$ cat src/rtl/threshold_pkg.sv
// rtl/threshold_pkg.sv - shared threshold addresses, defaults and controller state encoding
package threshold_pkg;

    localparam logic [2:0] ADDR_Y_TH  = 3'd0;
    localparam logic [2:0] ADDR_Y_TL  = 3'd1;
    localparam logic [2:0] ADDR_CB_TH = 3'd2;
    localparam logic [2:0] ADDR_CB_TL = 3'd3;
    localparam logic [2:0] ADDR_CR_TH = 3'd4;
    localparam logic [2:0] ADDR_CR_TL = 3'd5;

    localparam logic [7:0] DEF_Y_TH  = 8'd93;
    localparam logic [7:0] DEF_Y_TL  = 8'd0;
    localparam logic [7:0] DEF_CB_TH = 8'd160;
    localparam logic [7:0] DEF_CB_TL = 8'd50;
    localparam logic [7:0] DEF_CR_TH = 8'd160;
    localparam logic [7:0] DEF_CR_TL = 8'd50;

    typedef enum logic [1:0] {
        ST_IDLE    = 2'd0,
        ST_CHECK   = 2'd1,
        ST_PENDING = 2'd2
    } cfg_state_t;

    // A threshold set is usable only if every lower bound sits at or below its upper bound
    function automatic logic th_set_ok(
        input logic [7:0] y_th,  input logic [7:0] y_tl,
        input logic [7:0] cb_th, input logic [7:0] cb_tl,
        input logic [7:0] cr_th, input logic [7:0] cr_tl
    );
        return (y_tl <= y_th) && (cb_tl <= cb_th) && (cr_tl <= cr_th);
    endfunction

endpackage

$ cat src/rtl/frame_fg_stat.sv
// rtl/frame_fg_stat.sv - frame edge detect and per-frame foreground pixel statistics
module frame_fg_stat #(
    parameter logic VS_POL = 1'b1,
    parameter int   CNT_W  = 21
) (
    input  logic             pixelclk,
    input  logic             reset_n,
    input  logic             i_vsync,
    input  logic             i_de,
    input  logic             i_fg,
    output logic             vs_edge,
    output logic [CNT_W-1:0] o_fg_count,
    output logic             o_fg_valid,
    output logic [15:0]      o_frame_cnt
);

    localparam logic [CNT_W-1:0] CNT_MAX = '1;

    logic             vs_d;
    logic             first_seen;
    logic [CNT_W-1:0] pix_cnt;
    logic             pix_hit;

    assign pix_hit = i_de && i_fg;
    assign vs_edge = (i_vsync == VS_POL) && (vs_d != VS_POL);

    // Delay vsync by one cycle to find the start of its active level
    always_ff @(posedge pixelclk or negedge reset_n) begin
        if (!reset_n) vs_d <= !VS_POL;
        else          vs_d <= i_vsync;
    end

    // Saturating foreground counter; a hit on the edge cycle belongs to the new frame
    always_ff @(posedge pixelclk or negedge reset_n) begin
        if (!reset_n) begin
            pix_cnt <= '0;
        end else if (vs_edge) begin
            pix_cnt <= {{(CNT_W-1){1'b0}}, pix_hit};
        end else if (pix_hit && (pix_cnt != CNT_MAX)) begin
            pix_cnt <= pix_cnt + 1'b1;
        end
    end

    // Publish the finished frame's count, skipping the partial frame after reset
    always_ff @(posedge pixelclk or negedge reset_n) begin
        if (!reset_n) begin
            o_fg_count  <= '0;
            o_fg_valid  <= 1'b0;
            o_frame_cnt <= '0;
            first_seen  <= 1'b0;
        end else begin
            o_fg_valid <= 1'b0;
            if (vs_edge) begin
                o_frame_cnt <= o_frame_cnt + 16'd1;
                first_seen  <= 1'b1;
                if (first_seen) begin
                    o_fg_count <= pix_cnt;
                    o_fg_valid <= 1'b1;
                end
            end
        end
    end

endmodule

$ cat src/rtl/threshold_cfg_ctrl.sv
// rtl/threshold_cfg_ctrl.sv - shadowed threshold registers applied atomically at frame boundaries
module threshold_cfg_ctrl
    import threshold_pkg::*;
#(
    parameter logic [7:0] Y_TH   = DEF_Y_TH,
    parameter logic [7:0] Y_TL   = DEF_Y_TL,
    parameter logic [7:0] CB_TH  = DEF_CB_TH,
    parameter logic [7:0] CB_TL  = DEF_CB_TL,
    parameter logic [7:0] CR_TH  = DEF_CR_TH,
    parameter logic [7:0] CR_TL  = DEF_CR_TL,
    parameter logic       VS_POL = 1'b1,
    parameter int         CNT_W  = 21
) (
    input  logic             pixelclk,
    input  logic             reset_n,
    input  logic             cfg_wr,
    input  logic [2:0]       cfg_addr,
    input  logic [7:0]       cfg_wdata,
    input  logic             cfg_commit,
    input  logic             i_vsync,
    input  logic             i_de,
    input  logic             i_fg,
    output logic [7:0]       o_y_th,
    output logic [7:0]       o_y_tl,
    output logic [7:0]       o_cb_th,
    output logic [7:0]       o_cb_tl,
    output logic [7:0]       o_cr_th,
    output logic [7:0]       o_cr_tl,
    output logic             o_pending,
    output logic             o_cfg_err,
    output logic [CNT_W-1:0] o_fg_count,
    output logic             o_fg_valid,
    output logic [15:0]      o_frame_cnt
);

    cfg_state_t state;
    logic [7:0] sh_y_th, sh_y_tl, sh_cb_th, sh_cb_tl, sh_cr_th, sh_cr_tl;
    logic       vs_edge;
    logic       addr_bad;

    assign addr_bad = cfg_wr && (cfg_addr > ADDR_CR_TL);

    frame_fg_stat #(
        .VS_POL (VS_POL),
        .CNT_W  (CNT_W)
    ) u_stat (
        .pixelclk    (pixelclk),
        .reset_n     (reset_n),
        .i_vsync     (i_vsync),
        .i_de        (i_de),
        .i_fg        (i_fg),
        .vs_edge     (vs_edge),
        .o_fg_count  (o_fg_count),
        .o_fg_valid  (o_fg_valid),
        .o_frame_cnt (o_frame_cnt)
    );

    // Shadow registers take software writes in every controller state
    always_ff @(posedge pixelclk or negedge reset_n) begin
        if (!reset_n) begin
            sh_y_th  <= Y_TH;
            sh_y_tl  <= Y_TL;
            sh_cb_th <= CB_TH;
            sh_cb_tl <= CB_TL;
            sh_cr_th <= CR_TH;
            sh_cr_tl <= CR_TL;
        end else if (cfg_wr) begin
            case (cfg_addr)
                ADDR_Y_TH:  sh_y_th  <= cfg_wdata;
                ADDR_Y_TL:  sh_y_tl  <= cfg_wdata;
                ADDR_CB_TH: sh_cb_th <= cfg_wdata;
                ADDR_CB_TL: sh_cb_tl <= cfg_wdata;
                ADDR_CR_TH: sh_cr_th <= cfg_wdata;
                ADDR_CR_TL: sh_cr_tl <= cfg_wdata;
                default:    ;
            endcase
        end
    end

    // Commit FSM: validate the shadow set, then copy it to the active set on a frame edge
    always_ff @(posedge pixelclk or negedge reset_n) begin
        if (!reset_n) begin
            state     <= ST_IDLE;
            o_pending <= 1'b0;
            o_cfg_err <= 1'b0;
            o_y_th    <= Y_TH;
            o_y_tl    <= Y_TL;
            o_cb_th   <= CB_TH;
            o_cb_tl   <= CB_TL;
            o_cr_th   <= CR_TH;
            o_cr_tl   <= CR_TL;
        end else begin
            o_cfg_err <= addr_bad;
            case (state)
                ST_IDLE: begin
                    if (cfg_commit) state <= ST_CHECK;
                end
                ST_CHECK: begin
                    if (th_set_ok(sh_y_th, sh_y_tl, sh_cb_th, sh_cb_tl, sh_cr_th, sh_cr_tl)) begin
                        state     <= ST_PENDING;
                        o_pending <= 1'b1;
                    end else begin
                        state     <= ST_IDLE;
                        o_pending <= 1'b0;
                        o_cfg_err <= 1'b1;
                    end
                end
                ST_PENDING: begin
                    if (vs_edge) begin
                        o_y_th    <= sh_y_th;
                        o_y_tl    <= sh_y_tl;
                        o_cb_th   <= sh_cb_th;
                        o_cb_tl   <= sh_cb_tl;
                        o_cr_th   <= sh_cr_th;
                        o_cr_tl   <= sh_cr_tl;
                        o_pending <= 1'b0;
                        state     <= cfg_commit ? ST_CHECK : ST_IDLE;
                    end else if (cfg_commit) begin
                        state <= ST_CHECK;
                    end
                end
                default: begin
                    state     <= ST_IDLE;
                    o_pending <= 1'b0;
                end
            endcase
        end
    end

endmodule

$ cat config.mk
export PLATFORM = sky130hd
export DESIGN_NAME = threshold_cfg_ctrl
export DESIGN_NICKNAME = d
export VERILOG_FILES = /design/src/rtl/threshold_pkg.sv /design/src/rtl/frame_fg_stat.sv /design/src/rtl/threshold_cfg_ctrl.sv
export SDC_FILE = /design/constraint.sdc
export NUM_CORES = 1
export LEC_CHECK = 0
export BUFFER_PORTS_ARGS = -buffer_cell sky130_fd_sc_hd__buf_4
export CORE_MARGIN = 5
export CORE_UTILIZATION = 51
export CTS_CLUSTER_SIZE = 20
export DETAILED_ROUTE_END_ITERATION = 8
export MAX_ROUTING_LAYER = met4
export PLACE_DENSITY = 0.76
export REMOVE_ABC_BUFFERS = 1
export SYNTH_ARGS = -nofsm -noshare
export SYNTH_HDL_FRONTEND = slang
export SYNTH_SLANG_ARGS = --single-unit
$ cat constraint.sdc
create_clock -name pixelclk -period 1.61 [get_ports pixelclk]
set_input_delay 0.0805 -clock pixelclk [delete_from_list [all_inputs] [get_ports pixelclk]]
set_output_delay 0.0805 -clock pixelclk [all_outputs]
set_load 0.005 [all_outputs]
==> summary.md, run 1 <==
| Metric | Value |
|---|---|
| Min Clock Period, post-route | ~1800 ps |
| # diodes | 0 |
| Slew Viols, Final | 0 |
| Regs by FF count | u_stat.o_fg_count x21, u_stat.pix_cnt x21, u_stat.o_frame_cnt x16 |
| Routability cong. | about 0.86 |
| Gr usage total | a little over a fifth |
| Crit Path Max Fanout | 2 |
| Lkg Pwr | about 0.0045 uW |
| Design area | roughly 9600 um2 |
| Yosys cell types | 47 |
| Clock slew at reported path FFs | around 60 ps |
| Setup ws final | -175.3 ps |
| H-tree depth | 4 |
| Num CTS Buffers | 17 |
| Global-route wire length before repair | ~27 mm |
| Final #Nets | a little under 800 |
| Hold Crit Class | in -> reg |
| Top_reg_cell synth | dfrtp_1 |
| Mux contribution to synthesized area | between 15 and 20% |
| Storage cell area | between 4000 and 5000 um2 |
| Filler cell count | about 880 |
| Failing checks | setup timing |
| Post-Route WL | 16.50 mm |
| Power per Cell Area | approximately 1400 nW/um2 |
| Die area | ~16000 um2 |
| #FFs+latches synth | roughly 160 |
| Initial DRC Count | roughly 270 |
| Combinational family with the most area after synthesis | multiplexers |
| Max Root-Sink Buffers | 2 |
| Startpoint Class | flip-flop |
| Slew headroom | 67.98% |
| IO Pins | between 100 and 150 |
| Router iterations before antenna repair | 4 |
| Post-synth EDFFs | 0 |
| Sink Count | around 160 |
| XOR/XNOR Fraction of Synth Area | 3.655% |
| Layout cell share with drive strength beyond 1 | between 50 and 60% |
| Crit path capture type | flip-flop |
| Crit path arrival time | 2090 ps |
| # setup viols final | 10 |
| Placed cell area | approximately 8400 um2 |
| DP Worst Slack | -219.5 ps |
| Synth Area in Compound Gates | under 10% |
| Peak Freq | 560.1 MHz |
| Root buffer cell | clkbuf_16 |
| Max VDD drop | about 0.93 mV |
| Initial antenna violation count | 0 |
| Post-Synth Simple-Gate Area | a little over a tenth |
| Vias | roughly 5.0k |
| Rows | 42 |
| CTS tree | yes |
| Detailed Place HPWL | roughly 11 mm |
| Post-route ant nets | 0 |
| Sequential cell area fraction in the yosys report | around three fifths |
| Max_cap viols | 0 |
| Yosys synthesis warning count | 0 |
| Drt drc | 0 |
| Multi-input logic area | approximately 3100 um2 |
| Worst Skew | approximately 8.0 ps |
| Syn-to-layout area delta | 38.15% |
| Die width | between 100 and 150 um |
| Synth async-reset ratio | 100.0% |
| Slew @ Worst Pin | approximately 480 ps |
| Via density per instance | ~5.3 |
| Total gr overflow | 0 |
| Initial Utilization | 52.27% |
| CP Class | reg -> reg |
| Run status | finished, violations left |
| Critical Path RT | 1910 ps |
| Clk Latency, worst-skew pair | between 400 and 500 ps |
| Core area | ~13000 um2 |
| Post-Syn Area | between 6000 and 7000 um2 |
| Syn_area_per_cell | 12.57 um2 |
| Die Y | 126.7 um |
| PortBufs | 105 |
| RSZ-0062 raised after global routing | yes |
| Post-Syn Instances | about 550 |
| Fin. Hold Viols | 0 |
| Largest net degree at the start of global routing | 53 |
| Post-synthesis adder-cell area fraction | between 4 and 5% |
| Vias in the first global route | ~5.4k |
| Fin crit share | 110.9% |
| WL/cell | between 15 and 20 um |
[critical path: stages, from the launching register on]
cell     delay (ps)
dfstp_2         520
inv_1            50
ha_1            290
nand4_1         200
o22ai_2         280
nand3_1         100
a32o_1          220
[cell usage in the layout (no fill, tap or decap), types with 3 or more instances in the layout]
cell type,n
a21oi_1,11
a21oi_2,4
and4_4,3
buf_12,6
buf_4,163
buf_6,9
clkbuf_1,6
clkbuf_16,17
clkbuf_8,4
clkinv_2,3
dfrtp_1,131
dfstp_2,30
dlygate4sd3_1,14
ha_1,18
ha_4,7
inv_1,28
mux2_2,93
nand2_1,43
nand2b_1,3
nand3_1,8
nand3_2,4
nand4_1,13
nor2_1,18
nor2_4,5
nor2b_1,3
nor3_1,3
nor3_4,3
o211ai_1,3
o21ai_0,28
o21ai_1,3
o22ai_2,3
or3_1,3
xnor2_1,21
xor2_1,8
[per-stage QoR]
stage | setup TNS [ps] | cells | hold WS, ps | utilization (%) | power, uW
floorplan | -104000 | 538 | -215.1 | - | 7178
global placement | -416.6 | 875 | 3.061 | 63.30 | 8918
detailed placement | -1001 | 875 | 10.16 | 63.30 | 9084
CTS | -568.2 | 928 | 29.56 | 69.80 | 13060
global route | -2224 | 938 | 56.10 | 72.21 | 13820
finish | -785.8 | 938 | 43.73 | 72.21 | 13070
[kinds of logic after synthesis]
family	after synthesis
flip-flops	161
adder cells (fa/ha/maj)	26
multiplexers	93
XOR/XNOR	29
AO/OA/AOI/OAI	62
AND/OR/NAND/NOR	137
buffers and inverters	45
[layout make-up]
class / count / area share [%]
clock buffer: 27 / 5.239
clock inverter: 5 / 0.5474
inverter: 30 / 1.173
multi-input combinational: 347 / 31.88
sequential: 161 / 42.36
tap: 176 / 2.294
timing repair buffer: 192 / 16.51
[per-layer routing]
layer / global-route usage (%) / up-vias / wire (um)
met1: 27.39 / 2542 / 6982
met2: 32.91 / 103 / 8651
met4: 9.085 / 0 / 197
li1: - / 2332 / -
met5: - / - / 0
met3: 3.951 / 18 / 663
[where the power goes]
group	switching, uW	leakage (uW)	internal (uW)
Combinational	1410	0.00218	2060
Sequential	641	0.00200	5190
Clock	1490	0.000271	2280
[cells in the mapped netlist, types with 2 or more instances]
master    instances  area share, %
dfrtp_1         131             47
or3_1             4           0.36
nor2_1           25            1.4
xnor2_1          21            2.6
a21oi_1          15            1.1
o21ai_0          32            2.3
nor3_1            6           0.43
a211oi_1          3           0.32
nor3b_1           2           0.22
o22ai_1           3           0.27
nand4b_1          2           0.25
nor4bb_1          2           0.29
nor2b_1           6           0.54
clkbuf_1          9           0.49
nand2b_1          3           0.27
buf_2             3           0.22
dfstp_2          30             11
nand2_1          45            2.4
nor4b_1           2           0.25
xor2_1            8            1.0
nand3_1          13           0.94
and4_1            2           0.25
inv_1            30            1.6
buf_1             2           0.11
mux2_2           93             15
ha_1             26            4.7
nand4_1          13            1.2
o211ai_1          3           0.32
[path summary, 6_finish.rpt]
check	to	startpoint	slack, ps	cells past startpoint
worst min-delay path	sh_y_th[5]	cfg_addr[0]	40	4
worst max register to register	o_cfg_err	sh_y_th[6]	-180	6
min in group asynchronous	o_y_tl[5]	reset_n	150	2
worst max-delay path	o_cfg_err	sh_y_th[6]	-180	6
max in group asynchronous	u_stat.o_frame_cnt[5]	reset_n	840	3
worst min register to register	u_stat.o_frame_cnt[15]	u_stat.o_frame_cnt[15]	470	1
[repair_timing]
| action | 4_1_cts | 5_1_grt |
|---|---|---|
| setup endpoints to repair | 20 | 47 |
| setup buffers | 7 | 10 |
| hold buffers | 14 | 0 |
| pin swaps | 22 | 25 |
| gates cloned | 0 | 0 |
| endpoints found under the hold margin | 194 | 0 |
| resized for setup | 26 | 47 |
(Power assumes the default switching activity.)
==> run 2: changes to the inputs <==
--- a/config.mk
+++ b/config.mk
@@ -11,7 +11,7 @@
 export CTS_CLUSTER_SIZE = 20
 export DETAILED_ROUTE_END_ITERATION = 8
 export MAX_ROUTING_LAYER = met4
-export PLACE_DENSITY = 0.76
+export PLACE_DENSITY = 0.77
 export REMOVE_ABC_BUFFERS = 1
 export SYNTH_ARGS = -nofsm -noshare
 export SYNTH_HDL_FRONTEND = slang
==> run 2 against run 1 <==
Compared with the run above: the run still ends with setup timing left; largest cell class unchanged; via count rose by 3.4%; count of clock-buffer cells in the layout did not move; final cell count rose by 1.6%; critical endpoint is now u_stat.pix_cnt[17]; sequential cell count did not move; utilization rose by 1.3 points; largest power group unchanged.
==> summary.md, run 2 (same netlist as run 1, synthesis figures left out) <==
| Metric | Value |
|---|---|
| Total gr overflow | 0 |
| WL/cell | around 19 um |
| Clk pwr share | between 20% and 30% |
| Placed cells | roughly 900 |
| Core area | between 10000 and 15000 um2 |
| # setup viols final | 20 |
| Hold EP | u_stat.pix_cnt[6] |
| Max_cap viols | 0 |
| Layout cell share with drive strength beyond 1 | between 50% and 60% |
| CTS tree | yes |
| Crit path arrival time | between 2000 and 2500 ps |
| Crit path capture type | flip-flop |
| Die area | around 16000 um2 |
| Hold depth | 3 |
| Crit Path Max Fanout | 4 |
| Regs by FF count | u_stat.o_fg_count x21, u_stat.pix_cnt x21, u_stat.o_frame_cnt x16 |
| Setup_tns | -1515 ps |
| Sink Count | 161 |
| Worst r2r path cells | 5 |
| Most common cell after layout, fill and taps aside | buf_4 |
| Initial antenna violation count | 0 |
| Clock slew at reported path FFs | around 60 ps |
| Via density per instance | 5.421 |
| Slew @ Worst Pin | 514.8 ps |
| Routability cong. | roughly 0.86 |
| Int Power | 9554 uW |
| Syn-to-layout area delta | 40.64% |
| Global-route wire length before repair | 27.61 mm |
| Post-route ant nets | 0 |
| Run status | finished, violations left |
| Max Root-Sink Buffers | 2 |
| Rows | 42 |
| Initial Utilization | a little over half |
| Final Power | 13140 uW |
| Power per Cell Area | 1345 nW/um2 |
| Slew Viols, Final | 0 |
| IO Pins | around 110 |
| Detailed Place HPWL | approximately 12 mm |
| # diodes | 0 |
| Num CTS Buffers | 17 |
| Max VDD drop | about 1.1 mV |
| Switch Pwr | between 3000 and 4000 uW |
| Worst Skew | around 7.6 ps |
| Fin. Hold Viols | 0 |
| Critical Path RT | 1960 ps |
| Vias in the first global route | roughly 5.4k |
| Setup ws final | -170.9 ps |
| Worst R2R End | u_stat.pix_cnt[17] |
| Worst reg2reg startpoint | u_stat.pix_cnt[3] |
| Clk Latency, worst-skew pair | 430 ps |
| Final #Nets | approximately 810 |
| Commonest non-fill, non-tap cells in the layout | buf_4, dfrtp_1, mux2_2, nand2_1, dfstp_2 |
| Root buffer cell | clkbuf_16 |
| Slew headroom | between 60% and 70% |
| Vias | 5166 |
| Drt drc | 0 |
| Non-filler cells, final | 953 |
| Gr usage total | ~22% |
| Min Clock Period, post-route | 1781 ps |
| DP Worst Slack | -234.0 ps |
| Die width | 126.7 um |
| Seq pwr share | roughly 44% |
| Startpoint Class | flip-flop |
| RSZ-0062 raised after global routing | yes |
| Largest net degree at the start of global routing | 52 |
| Fin crit share | 110.6% |
| Router iterations before antenna repair | 4 |
| Hold Crit Class | in -> reg |
| Peak Freq | ~560 MHz |
| Sw Ratio | a little over a quarter |
| Post-Route WL | ~18 mm |
| CP Class | reg -> reg |
| PortBufs | 105 |
| Combinational fraction of design power | 26.8% |
| Initial DRC Count | 395 |
| HP Start | i_fg |
| Lkg Pwr | 0.004551 uW |
| Die Y | between 100 and 150 um |
| Worst reg2reg setup slack | -170 ps |
| Failing checks | setup timing |
| H-tree depth | 4 |
run 2: cell count changes in the layout (fill, tap and decap cells not counted), moves of 2 or more:
cell,delta
buf_4,+13
ha_1,+3
ha_4,-2
nand2_1,-2
nor3_2,+2
nor3b_2,-2
nor3b_4,+2
xnor2_1,-3
xnor2_2,+3
run 2: what timing repair did:
action                     CTS  global route
cloned                       0             1
setup endpoints to repair   20            49
resized for setup           25            57
hold endpoints to repair    98             0
pin swaps                   23            37
setup buffers                7            16
hold buffers                14             0
run 2: worst max-delay path, cell delays in order (launching register included):
cell,delay [ps]
dfrtp_1,370
and4_4,260
nand4_4,130
or3_4,470
or3_1,330
a21oi_1,140
run 2: per-stage QoR:
step	utilization, %	area (um2)	hold WS (ps)
2_1_floorplan	-	6885	-215.1
3_3_place_gp	63.81	8483	59.71
3_5_place_dp	63.81	8483	73.09
4_1_cts	70.35	9353	22.52
5_1_grt	73.51	9773	62.77
6_report	73.51	9773	48.63
run 2: area by class of cell:
type	instances	area (um2)
Sequential cell	161	4066
Tap cell	176	220.2
Timing Repair Buffer	207	1723
Inverter	30	112.6
Clock buffer	27	503.0
Multi-Input combinational cell	347	3095
Fill cell	816	3522
Clock inverter	5	52.55
run 2: power by group through the flow:
| stage | registers, uW | logic, uW | clock network (uW) |
|---|---|---|---|
| 3_5_place_dp | 5870 | 3270 | 0 |
| 3_3_place_gp | 5810 | 3160 | 0 |
| 5_1_grt | 5940 | 3880 | 4060 |
| 6_report | 5820 | 3520 | 3800 |
| 4_1_cts | 5810 | 3370 | 3860 |
| 2_1_floorplan | 5770 | 1410 | 0 |
run 2: worst max-delay path by stage:
| stage | from | endpoint | slack (ps) |
|---|---|---|---|
| 2_1_floorplan | u_stat.vs_d | o_cb_th[0] | -1580 |
| 4_1_cts | sh_cr_th[7] | state[1] | -140 |
| 5_1_grt | u_stat.pix_cnt[5] | u_stat.pix_cnt[17] | -210 |
| 3_5_place_dp | sh_cr_th[7] | o_pending | -230 |
| 3_3_place_gp | sh_cr_th[7] | o_cfg_err | -160 |
| 6_report | u_stat.pix_cnt[3] | u_stat.pix_cnt[17] | -170 |
run 2: per-layer routing:
layer | part of all wire, % | global-route usage (%) | vias up
met5 | 0 | - | -
met4 | 3.2 | 10.47 | 0
met3 | 4.6 | 4.372 | 41
met2 | 52 | 35.55 | 130
met1 | 40 | 27.80 | 2628
li1 | - | - | 2367
